--- config.mk ---
export PLATFORM = sky130hd
export DESIGN_NAME = mem_bus_arbiter
export DESIGN_NICKNAME = d
export VERILOG_FILES = /design/src/rtl/mem_bus_arbiter.sv
export SDC_FILE = /design/constraint.sdc
export NUM_CORES = 1
export LEC_CHECK = 0
export BUFFER_PORTS_ARGS = -buffer_cell sky130_fd_sc_hd__buf_2
export CORE_MARGIN = 3
export CORE_UTILIZATION = 35
export DETAILED_ROUTE_END_ITERATION = 10
export GPL_TIMING_DRIVEN = 0
export MAX_ROUTING_LAYER = met4
export PLACE_DENSITY = 0.73
export REMOVE_ABC_BUFFERS = 1
export SYNTH_ARGS = -nofsm -noshare
export SYNTH_HDL_FRONTEND = slang
export SYNTH_SLANG_ARGS = --single-unit
--- constraint.sdc ---
create_clock -name clk -period 4.46 [get_ports clk]
set_input_delay 0.892 -clock clk [delete_from_list [all_inputs] [get_ports clk]]
set_output_delay 0.892 -clock clk [all_outputs]
set_load 0.005 [all_outputs]
--- src/rtl/mem_bus_arbiter.sv ---
// Two-port arbiter for the 8-bit memory bus: the core (port 0) and a DMA/debug engine (port 1).
// The grant parks on the last owner, alternates after completed accesses, and honours bounded locks.
module mem_bus_arbiter #(
  parameter logic [15:0] SLOW_BASE = 16'hF000,
  parameter int unsigned SLOW_WS   = 2,
  parameter int unsigned LOCK_MAX  = 8
) (
  input  logic        clk,
  input  logic        rst,
  input  logic        m0_req,
  input  logic        m0_wr,
  input  logic        m0_lock,
  input  logic [15:0] m0_addr,
  input  logic [7:0]  m0_outdata,
  output logic [7:0]  m0_indata,
  output logic        m0_wait,
  input  logic        m1_req,
  input  logic        m1_wr,
  input  logic        m1_lock,
  input  logic [15:0] m1_addr,
  input  logic [7:0]  m1_outdata,
  output logic [7:0]  m1_indata,
  output logic        m1_wait,
  output logic        mem_req,
  output logic        mem_wr,
  output logic [15:0] mem_addr,
  output logic [7:0]  mem_outdata,
  input  logic [7:0]  mem_indata,
  input  logic        mem_wait,
  output logic        owner
);

  typedef enum logic {OWN0 = 1'b0, OWN1 = 1'b1} state_t;

  localparam logic [3:0] WS_TGT   = 4'(SLOW_WS);
  localparam logic [7:0] LOCK_TGT = 8'(LOCK_MAX);
  localparam logic       SLOW_EN  = (SLOW_WS != 0);

  state_t      state;
  state_t      state_nx;
  logic [3:0]  ws_cnt;
  logic [3:0]  ws_nx;
  logic [7:0]  lock_cnt;
  logic [7:0]  lock_nx;

  logic        sel_req;
  logic        sel_wr;
  logic        sel_lock;
  logic [15:0] sel_addr;
  logic [7:0]  sel_outdata;
  logic        oth_req;
  logic        slow;
  logic        sel_wait;
  logic        done;
  logic        handover;

  // Owner-side view of the bus.
  always_comb begin
    sel_req     = m0_req;
    sel_wr      = m0_wr;
    sel_lock    = m0_lock;
    sel_addr    = m0_addr;
    sel_outdata = m0_outdata;
    oth_req     = m1_req;
    if (state == OWN1) begin
      sel_req     = m1_req;
      sel_wr      = m1_wr;
      sel_lock    = m1_lock;
      sel_addr    = m1_addr;
      sel_outdata = m1_outdata;
      oth_req     = m0_req;
    end
  end

  // Handshake: a requester holds req (and its addr/wr/data) while its wait is 1;
  // the access completes on the rising edge where req=1 and wait=0.
  always_comb begin
    slow     = sel_req & (sel_addr >= SLOW_BASE) & SLOW_EN;
    sel_wait = mem_wait | (slow & (ws_cnt != WS_TGT));
    done     = sel_req & ~sel_wait;
  end

  // Outputs are forced to their idle values while reset is held.
  always_comb begin
    mem_req     = 1'b0;
    mem_wr      = 1'b0;
    mem_addr    = 16'h0000;
    mem_outdata = 8'h00;
    m0_indata   = 8'h00;
    m1_indata   = 8'h00;
    m0_wait     = 1'b1;
    m1_wait     = 1'b1;
    if (!rst) begin
      mem_req     = sel_req;
      mem_wr      = sel_wr & sel_req;
      mem_addr    = sel_addr;
      mem_outdata = sel_outdata;
      if (state == OWN1) begin
        m1_indata = mem_indata;
        m1_wait   = sel_wait;
      end else begin
        m0_indata = mem_indata;
        m0_wait   = sel_wait;
      end
    end
  end

  assign owner = state;

  // Grant decision, lock budget and wait-state counter.
  always_comb begin
    handover = 1'b0;
    state_nx = state;
    lock_nx  = lock_cnt;
    ws_nx    = ws_cnt;

    if (!sel_req && oth_req) begin
      handover = 1'b1;
    end else if (done && oth_req) begin
      if (!sel_lock || (lock_cnt + 8'd1 >= LOCK_TGT)) begin
        handover = 1'b1;
      end else begin
        lock_nx = lock_cnt + 8'd1;
      end
    end

    if (handover) begin
      state_nx = (state == OWN0) ? OWN1 : OWN0;
    end

    if (handover || !oth_req) begin
      lock_nx = 8'd0;
    end

    // An abandoned access (req dropped) restarts its wait-state count too.
    if (handover || done || !sel_req) begin
      ws_nx = 4'd0;
    end else if (slow && (ws_cnt != WS_TGT)) begin
      ws_nx = ws_cnt + 4'd1;
    end
  end

  always_ff @(posedge clk or posedge rst) begin
    if (rst) begin
      state    <= OWN0;
      ws_cnt   <= 4'd0;
      lock_cnt <= 8'd0;
    end else begin
      state    <= state_nx;
      ws_cnt   <= ws_nx;
      lock_cnt <= lock_nx;
    end
  end

endmodule

==> summary.txt, run 1 <==
CLOCK TREE
--------------------------------------------------------------------------------
Setup fix buffers added after clock tree synthesis                             0
Longest Clk Path Bufs                                                          2
Number of buffers added by the clock tree synthesis step                       3
Clock latency at the later pin of the worst-skew pair                    0.27 ns
Count of clock tree sinks                                                     13
CTS Root Cell                                                       sky130_fd_sc_hd__clkbuf_4
Worst-path clk slew                                                      0.08 ns
Post-CTS sizing                                                                0
TritonCTS clock tree                                                         yes
CTS Hold Buffers Added                                                         0
Max H-tree Level                                                               1

YOSYS
--------------------------------------------------------------------------------
Instance count of the mapped netlist                                         153
Number of enable-type register cells in the synthesized netlist                0
Unique cell type count in the Yosys netlist                                   40
Avg Inst Size Synth                                                   8.31 sq um
Leading area contributor after synthesis                            sky130_fd_sc_hd__dfrtp_1
Sequential fraction of the synthesis area                                  0.256
Dominant register cell in the synthesized netlist                   sky130_fd_sc_hd__dfrtp_1
Most frequently used cell type in the post-synthesis netlist        sky130_fd_sc_hd__nor2_1
Register bit total from synthesis                                             13
Dominant cells by area after synthesis                              sky130_fd_sc_hd__dfrtp_1 26%, sky130_fd_sc_hd__mux2i_1 20%, sky130_fd_sc_hd__and2_1 10%
YS warnings                                                                    0
Fraction of post-synthesis cell area in the top cell type by area          0.256
Share of synthesized flip-flops with an asynchronous set or reset           1.00
Post-Syn Area                                                         1270 sq um
Leading post-synthesis cells by instance count                      32 x sky130_fd_sc_hd__nor2_1, 26 x sky130_fd_sc_hd__mux2i_1, 21 x sky130_fd_sc_hd__and2_1

DETAILED ROUTING
--------------------------------------------------------------------------------
Remaining DRCs                                                                 0
Drt initial violations                                                        39
Wire length after detailed routing                                       3710 um
Mean number of vias per cell                                                4.73
First-pass iteration count of the detailed router                              6
Total via count after detailed routing                                      1438
Post-detailed-route wirelength per cell                                  12.2 um
Final ANT Viol Nets                                                            0

PWR
--------------------------------------------------------------------------------
Switching share of power                                                   0.333
Maximum resistive drop on vdd                                             118 uV
Part of the power in registers                                             0.393
Pleak                                                                    1.07 nW
Power density relative to cell area                                  190 nW/um^2
Part of the power in combinational logic                                   0.403
Switching pwr                                                         0.000118 W
Total internal power                                                  0.000236 W
Clock power frac                                                           0.204

GRT
--------------------------------------------------------------------------------
Remaining global-route overflow                                                0
Overall fraction of global-route tracks in use                             0.174
Initial antenna violation count                                                0
Largest net degree at the start of global routing                             34
Wire length of the first global-routing pass                             5990 um
Vias in the first global route                                              1374

FINISH
--------------------------------------------------------------------------------
Fraction of final layout cells with drive strength greater than 1          0.465
Utilization after layout                                                   0.545
# diodes                                                                       0
Net count reported at finish                                                 327
Area growth from synthesis to final layout                                 46.4%

STA
--------------------------------------------------------------------------------
Maximum clock rate                                                       297 MHz
Worst-margin pin slew                                                   0.831 ns
Max Clock Skew                                                        0.00652 ns
RSZ-0062 raised after global routing                                       false
Setup violation total in the final timing report                               0
Worst slew margin relative to its limit                                    0.446
Final-layout setup total negative slack                                     0 ns
Final number of max-transition violations                                      0
Ratio of final minimum period to clock period                              0.755
Minimum clock period                                                     3.37 ns
Final hold violation count                                                     0

WORST SETUP PATH
--------------------------------------------------------------------------------
Capturing point of the worst reg2reg path                                  owner
Worst setup path class                                                reg -> out
Path depth of the worst reg2reg path                                           6
Endpoint required time on the critical path                              3.57 ns
Critical Path Sink Type                                              output port
Kind of start point of the critical path                               flip-flop
Cell with the largest stage delay on the worst path                 sky130_fd_sc_hd__dfrtp_2
Worst path max stage delay                                               0.91 ns
Critical R2R Launch                                                        owner
Crit-path cells                                                     and2_4 > nand4_2 > a221oi_4 > nor2_1 > nand2_1 > buf_2
Setup slack, reg-to-reg                                                  1.95 ns
Data arrival, critical path                                              2.48 ns
Worst-path maximum fanout                                                     33

STATUS
--------------------------------------------------------------------------------
Run status                                                          complete, no violations

PLACEMENT
--------------------------------------------------------------------------------
Gp weighted congestion                                                     0.840
Total of buffers placed on input and output ports                            109
Final HPWL from detailed placement                                       3090 um

WORST HOLD PATH
--------------------------------------------------------------------------------
Cell count of the worst hold path                                              1
WHS Endpoint                                                         lock_cnt[7]
Critical hold path startpoint                                        lock_cnt[7]
Path class of the lowest-slack min-delay path                         reg -> reg

FLOORPLANNING
--------------------------------------------------------------------------------
Die ar.                                                               4390 sq um
Starting utilization of the core area                                      0.372
Width of the die                                                         66.3 um
Core Footprint                                                        3420 sq um
Count of standard-cell rows                                                   21
Ports placed on the boundary                                                 110
Overall die height                                                       66.3 um

RUN
--------------------------------------------------------------------------------
Count of max-cap constraint violations                                         0

[worst max-delay path by stage]
stage,from,end,depth (start not counted)
floorplan,owner,m0_wait,5
finish,owner,m1_wait,6
CTS,owner,m1_wait,6
global placement,owner,m0_wait,6
global route,owner,m1_wait,6
detailed placement,owner,m1_wait,6
[power by group through the flow]
stage	clock network, W	registers (W)	logic [W]
floorplan	0	0.000138	0.0000740
global placement	0	0.000142	0.000145
detailed placement	0	0.000142	0.000144
CTS	0.0000731	0.000140	0.000145
global route	0.0000808	0.000141	0.000159
finish	0.0000723	0.000139	0.000143
[per-stage QoR]
| step | total power, W | hold WS [ns] | area [sq um] | worst slack, ns | std cells |
|---|---|---|---|---|---|
| after floorplan | 0.000212 | 0.474 | 1230 | 1.29 | 145 |
| after global placement | 0.000286 | 0.496 | 1830 | 0.819 | 300 |
| after detailed placement | 0.000286 | 0.503 | 1830 | 1.35 | 300 |
| after CTS | 0.000358 | 0.524 | 1860 | 1.05 | 304 |
| after global routing | 0.000381 | 0.538 | 1860 | 0.883 | 304 |
| final | 0.000354 | 0.519 | 1860 | 1.09 | 304 |
[sequential cells by signal, summed over array words and instances, names as in the netlist]
| name | cells |
|---|---|
| owner | 1 |
| lock_cnt | 8 |
| ws_cnt | 4 |
[cell usage in the layout, fill, tap and decap left out, types with 2 or more instances in the layout]
| cell | n |
|---|---|
| sky130_fd_sc_hd__inv_1 | 2 |
| sky130_fd_sc_hd__mux2i_1 | 26 |
| sky130_fd_sc_hd__nand4_1 | 2 |
| sky130_fd_sc_hd__nor3b_1 | 2 |
| sky130_fd_sc_hd__buf_2 | 109 |
| sky130_fd_sc_hd__nand3b_1 | 2 |
| sky130_fd_sc_hd__nand3_1 | 5 |
| sky130_fd_sc_hd__dfrtp_1 | 12 |
| sky130_fd_sc_hd__and2_1 | 21 |
| sky130_fd_sc_hd__nor2_1 | 32 |
| sky130_fd_sc_hd__clkbuf_4 | 3 |
| sky130_fd_sc_hd__a31oi_1 | 2 |
| sky130_fd_sc_hd__nor3_1 | 2 |
| sky130_fd_sc_hd__ha_1 | 3 |
| sky130_fd_sc_hd__a21oi_1 | 3 |
| sky130_fd_sc_hd__nand2_1 | 7 |
[worst max-delay path, delay by kind of cell, from the launching register on]
| family | cells | cell delay (ns) |
|---|---|---|
| buf+inv | 1 | 0.11 |
| simple gates | 4 | 0.73 |
| compound gates | 1 | 0.45 |
| flops | 1 | 0.91 |
[area by class of cell]
| class | count | area [sq um] |
|---|---|---|
| Fill cell | 357 | 1560 |
| Multi-Input combinational cell | 130 | 897 |
| Timing Repair Buffer | 109 | 546 |
| Sequential cell | 13 | 327 |
| Tap cell | 46 | 57.6 |
| Clock buffer | 4 | 26.3 |
| Inverter | 2 | 7.51 |
[layer usage]
layer  up-vias  wire, um  track usage
li1        742         -            -
met1       633      1440        0.188
met2        57      1980        0.328
met3         6       239       0.0272
met4         0        53       0.0457
met5         -         0            -
[cells by family (layout without fill, tap and decap cells)]
logic type | after synthesis | in the layout | synth area share
AND/OR/NAND/NOR | 84 | 84 | 0.354
XOR/XNOR | 2 | 2 | 0.0138
AO/OA/AOI/OAI | 13 | 13 | 0.0837
adder cells (fa/ha/maj) | 3 | 3 | 0.0295
flip-flops | 13 | 13 | 0.256
multiplexers | 28 | 28 | 0.224
buffers and inverters | 10 | 115 | 0.0384
Note: power is estimated with default switching activity, not from simulation.
==> inputs of run 2 (changes only) <==
Clock period 4.46 ns to 3.35 ns, I/O delays scaled along.
==> run 2 against run 1 <==
Register-to-register slack lost 0.90 ns. Cell count is the same. Hold slack is the same. Critical endpoint unchanged.
==> summary.txt, run 2 (synthesis results as in run 1) <==
STATUS
--------------------------------------------------------------------------------
Run status                                                          complete, no violations

STA
--------------------------------------------------------------------------------
Final number of max-transition violations                                      0
Max Clock Skew                                                        0.00711 ns
Minimum clock period                                                     2.94 ns
Final hold violation count                                                     0
Setup violation total in the final timing report                               0
Worst-margin pin slew                                                   0.566 ns
Ratio of final minimum period to clock period                              0.877
RSZ-0062 raised after global routing                                       false
Maximum clock rate                                                       340 MHz
Worst slew margin relative to its limit                                    0.620

CLOCK TREE
--------------------------------------------------------------------------------
Count of clock tree sinks                                                     13
Longest Clk Path Bufs                                                          2
TritonCTS clock tree                                                         yes
Max H-tree Level                                                               1
Number of buffers added by the clock tree synthesis step                       3
Worst-path clk slew                                                      0.08 ns
CTS Root Cell                                                       sky130_fd_sc_hd__clkbuf_4
Clock latency at the later pin of the worst-skew pair                    0.27 ns

PWR
--------------------------------------------------------------------------------
Switching share of power                                                   0.333
Power density relative to cell area                                  253 nW/um^2
Maximum resistive drop on vdd                                             147 uV
Part of the power in registers                                             0.395
Switching pwr                                                         0.000157 W
Total internal power                                                  0.000314 W
Pleak                                                                    1.07 nW
Part of the power in combinational logic                                   0.401
Clock power frac                                                           0.204

FINISH
--------------------------------------------------------------------------------
Net count reported at finish                                                 327
Fraction of final layout cells with drive strength greater than 1          0.465
Leading cell type in the layout, fill and taps excluded             sky130_fd_sc_hd__buf_2
Commonest cells after routing, fill and taps aside                  109 x sky130_fd_sc_hd__buf_2, 32 x sky130_fd_sc_hd__nor2_1, 26 x sky130_fd_sc_hd__mux2i_1
Fillcell total                                                               356
Area growth from synthesis to final layout                                 46.6%
Post-route cell area                                                  1860 sq um
Number of flip-flops in the largest register                                   8
Utilization after layout                                                   0.545
Largest reg by FF count                                                 lock_cnt
# diodes                                                                       0

WORST SETUP PATH
--------------------------------------------------------------------------------
Cell with the largest stage delay on the worst path                 sky130_fd_sc_hd__dfrtp_4
Worst-path maximum fanout                                                     33
Endpoint required time on the critical path                              2.68 ns
Buf+Inv Stages, Crit Path                                                      1
Levels on crit path                                                            6
Crit-path cells                                                     and2_4 > nand4_2 > a221oi_4 > nor2_1 > nand2_1 > buf_2
Worst setup path class                                                reg -> out
Path depth of the worst reg2reg path                                           6
Data arrival, critical path                                              2.27 ns
Worst path max stage delay                                               0.75 ns
Kind of start point of the critical path                               flip-flop
Critical Path Sink Type                                              output port
CP delay by family, top                                               flip-flops

DETAILED ROUTING
--------------------------------------------------------------------------------
Remaining DRCs                                                                 0
Drt initial violations                                                        39
Post-detailed-route wirelength per cell                                  12.2 um
Wire length after detailed routing                                       3710 um
Final ANT Viol Nets                                                            0
Total via count after detailed routing                                      1436
Mean number of vias per cell                                                4.72
First-pass iteration count of the detailed router                              6

FLOORPLANNING
--------------------------------------------------------------------------------
Count of standard-cell rows                                                   21
Die ar.                                                               4390 sq um
Ports placed on the boundary                                                 110
Overall die height                                                       66.3 um
Width of the die                                                         66.3 um
Starting utilization of the core area                                      0.372
Core Footprint                                                        3420 sq um

GRT
--------------------------------------------------------------------------------
Largest net degree at the start of global routing                             34
Overall fraction of global-route tracks in use                             0.174
Vias in the first global route                                              1374
Initial antenna violation count                                                0
Wire length of the first global-routing pass                             5990 um
Remaining global-route overflow                                                0

PLACEMENT
--------------------------------------------------------------------------------
Gp weighted congestion                                                     0.840
Total of buffers placed on input and output ports                            109
Final HPWL from detailed placement                                       3090 um
Placed cell area                                                      1830 sq um

RUN
--------------------------------------------------------------------------------
Count of max-cap constraint violations                                         0

WORST HOLD PATH
--------------------------------------------------------------------------------
Path class of the lowest-slack min-delay path                         reg -> reg
Cell count of the worst hold path                                              1

[run 2: cell counts in the layout (fill, tap and decap cells not counted)]
No cell type changed its count.
[run 2: power groups by stage]
stage	logic, W	clock network (W)	registers, W
floorplan	0.0000985	0	0.000183
global placement	0.000193	0	0.000189
detailed placement	0.000192	0	0.000189
CTS	0.000193	0.0000973	0.000186
global route	0.000210	0.000108	0.000189
finish	0.000189	0.0000961	0.000186
[run 2: final timing paths]
check	endpoint	from	slack, ns
max	m1_wait	owner	0.41
min	lock_cnt[7]	lock_cnt[7]	0.52
max reg2reg	owner	owner	1.05
min reg2reg	lock_cnt[7]	lock_cnt[7]	0.52
max in group asynchronous	owner	rst	2.32
min in group asynchronous	lock_cnt[6]	rst	0.66
[run 2: routing by layer]
layer,part of all wire,GRT usage,up-vias,wire length [um]
met5,0,-,-,0
met4,0.014,0.0457,0,53
met3,0.064,0.0272,6,239
met2,0.54,0.328,57,1990
met1,0.39,0.188,631,1430
li1,-,-,742,-
[run 2: timing repair]
item | 4_1_cts | 5_1_grt
resized for setup | 0 | 1
hold buffers | 0 | 0
buffers inserted | 0 | 0
setup endpoints to repair | 0 | 1
[run 2: final cells by class]
class / instances / area, sq um / share of cell area
clock buffer: 4 / 26.3 / 0.0141
inverter: 2 / 7.51 / 0.00403
multi-input combinational: 130 / 897 / 0.482
sequential: 13 / 329 / 0.177
tap: 46 / 57.6 / 0.0309
timing repair buffer: 109 / 546 / 0.293
[run 2: through the flow]
stage               power [W]  setup TNS [ns]  hold WS, ns  instances  setup WS [ns]
floorplan            0.000282               0        0.474        145          0.398
global placement     0.000381          -0.124        0.496        300        -0.0686
detailed placement   0.000381               0        0.503        300          0.461
CTS                  0.000476               0        0.524        304          0.160
global route         0.000507               0        0.538        304          0.224
finish               0.000471               0        0.519        304          0.410
==> inputs of run 3 (changes only) <==
Settings changed: CORE_MARGIN 3 to 10, MAX_ROUTING_LAYER met4 to default.
==> run 3 against run 2 <==
Register-to-register slack got worse by 0.02 ns. Clock skew is 0.0048 ns lower. Global-route usage decreased by 3.0 points.
==> summary.txt, run 3 (synthesis results as in run 1) <==
FLOORPLANNING
--------------------------------------------------------------------------------
Ports placed on the boundary                                                 110
Starting utilization of the core area                                      0.372
Core Footprint                                                        3420 sq um
Width of the die                                                         80.3 um
Die ar.                                                               6440 sq um
Overall die height                                                       80.3 um
Count of standard-cell rows                                                   21

FINISH
--------------------------------------------------------------------------------
Largest reg by FF count                                                 lock_cnt
Post-route cell area                                                  1860 sq um
Area occupied by multi-input gates                                     897 sq um
Seq. cell area                                                         329 sq um
Area growth from synthesis to final layout                                 46.6%
Leading cell type in the layout, fill and taps excluded             sky130_fd_sc_hd__buf_2
Net count reported at finish                                                 327
Number of flip-flops in the largest register                                   8
Commonest cells after routing, fill and taps aside                  109 x sky130_fd_sc_hd__buf_2, 32 x sky130_fd_sc_hd__nor2_1, 26 x sky130_fd_sc_hd__mux2i_1
# diodes                                                                       0
Fillcell total                                                               340
Fraction of final layout cells with drive strength greater than 1          0.465

STA
--------------------------------------------------------------------------------
Final hold violation count                                                     0
Setup violation total in the final timing report                               0
Final number of max-transition violations                                      0
Max Clock Skew                                                        0.00235 ns
Worst-margin pin slew                                                   0.591 ns
Ratio of final minimum period to clock period                              0.886
Worst slew margin relative to its limit                                    0.602
RSZ-0062 raised after global routing                                       false
Maximum clock rate                                                       337 MHz
Minimum clock period                                                     2.97 ns

DETAILED ROUTING
--------------------------------------------------------------------------------
Total via count after detailed routing                                      1478
Final ANT Viol Nets                                                            0
First-pass iteration count of the detailed router                              4
Mean number of vias per cell                                                4.86
Post-detailed-route wirelength per cell                                  15.1 um
Remaining DRCs                                                                 0
Wire length after detailed routing                                       4600 um
Drt initial violations                                                        70

WORST SETUP PATH
--------------------------------------------------------------------------------
Critical Path Sink Type                                              output port
Worst-path maximum fanout                                                     33
Path depth of the worst reg2reg path                                           6
Data arrival, critical path                                              2.30 ns
Worst setup path class                                                reg -> out
Kind of start point of the critical path                               flip-flop
Endpoint required time on the critical path                              2.68 ns

PLACEMENT
--------------------------------------------------------------------------------
Placed cell area                                                      1830 sq um
Gp weighted congestion                                                     0.807
Final HPWL from detailed placement                                       3870 um
Total of buffers placed on input and output ports                            109

CLOCK TREE
--------------------------------------------------------------------------------
Max H-tree Level                                                               1
Number of buffers added by the clock tree synthesis step                       3
CTS Hold Buffers Added                                                         0
Clock latency at the later pin of the worst-skew pair                    0.27 ns
CTS Root Cell                                                       sky130_fd_sc_hd__clkbuf_4
Longest Clk Path Bufs                                                          2
Post-CTS sizing                                                                0
Count of clock tree sinks                                                     13
Worst-path clk slew                                                      0.08 ns
TritonCTS clock tree                                                         yes
Setup fix buffers added after clock tree synthesis                             0

WORST HOLD PATH
--------------------------------------------------------------------------------
Path class of the lowest-slack min-delay path                         reg -> reg
Cell count of the worst hold path                                              1

GRT
--------------------------------------------------------------------------------
Routing usage on met1                                                      0.153
Initial antenna violation count                                                0
Met3 track demand over resource                                           0.0646
Layer carrying the most global-route usage                                  met2
Wire length of the first global-routing pass                             7680 um
Vias in the first global route                                              1626
Largest net degree at the start of global routing                             34
Overall fraction of global-route tracks in use                             0.144
Met2 Usage GRT                                                             0.257
Remaining global-route overflow                                                0

PWR
--------------------------------------------------------------------------------
Maximum resistive drop on vdd                                             103 uV
Power density relative to cell area                                  255 nW/um^2
Overall power                                                         0.000475 W
Pleak                                                                    1.07 nW

RUN
--------------------------------------------------------------------------------
Count of max-cap constraint violations                                         0

STATUS
--------------------------------------------------------------------------------
Run status                                                          complete, no violations

run 3: cell counts in the layout (fill, tap and decap cells not counted):
No cell type changed its count.
run 3: worst paths after layout:
path	startpoint	to	slack [ns]
max reg2reg	owner	lock_cnt[5]	1.03
max in group asynchronous	rst	owner	2.32
min in group asynchronous	rst	lock_cnt[6]	0.66
max	owner	m0_wait	0.38
min reg2reg	lock_cnt[7]	lock_cnt[7]	0.51
min	lock_cnt[7]	lock_cnt[7]	0.51
run 3: stage by stage:
stage | utilization | setup slack [ns] | hold slack [ns] | cells | setup TNS [ns]
after floorplan | - | 0.398 | 0.474 | 145 | 0
after global placement | 0.537 | -0.0413 | 0.496 | 300 | -0.0659
after detailed placement | 0.537 | 0.465 | 0.491 | 300 | 0
after CTS | 0.545 | 0.147 | 0.515 | 304 | 0
after global routing | 0.545 | 0.211 | 0.542 | 304 | 0
final | 0.545 | 0.383 | 0.513 | 304 | 0
run 3: metal layers:
metal | vias up | wire length [um]
li1 | 749 | -
met1 | 661 | 1800
met2 | 64 | 2300
met3 | 4 | 454
met4 | 0 | 43
met5 | - | 0
run 3: final cells by class:
class	count	share of cell area
timing repair buffer	109	0.293
inverter	2	0.00403
sequential	13	0.177
multi-input combinational	130	0.482
tap	46	0.0309
clock buffer	4	0.0141
run 3: critical path, stage by stage (launching register included):
cell and delay (ns):
sky130_fd_sc_hd__dfrtp_4 0.76, sky130_fd_sc_hd__and2_4 0.27, sky130_fd_sc_hd__nand4_2 0.13, sky130_fd_sc_hd__a221oi_4 0.45, sky130_fd_sc_hd__nor2_1 0.21, sky130_fd_sc_hd__nand2_1 0.09, sky130_fd_sc_hd__buf_2 0.12
run 3: report_power, final:
group          switching [W]  internal, W
Clock              0.0000499    0.0000461
Sequential         0.0000262     0.000160
Combinational      0.0000849     0.000108
Total               0.000161     0.000314
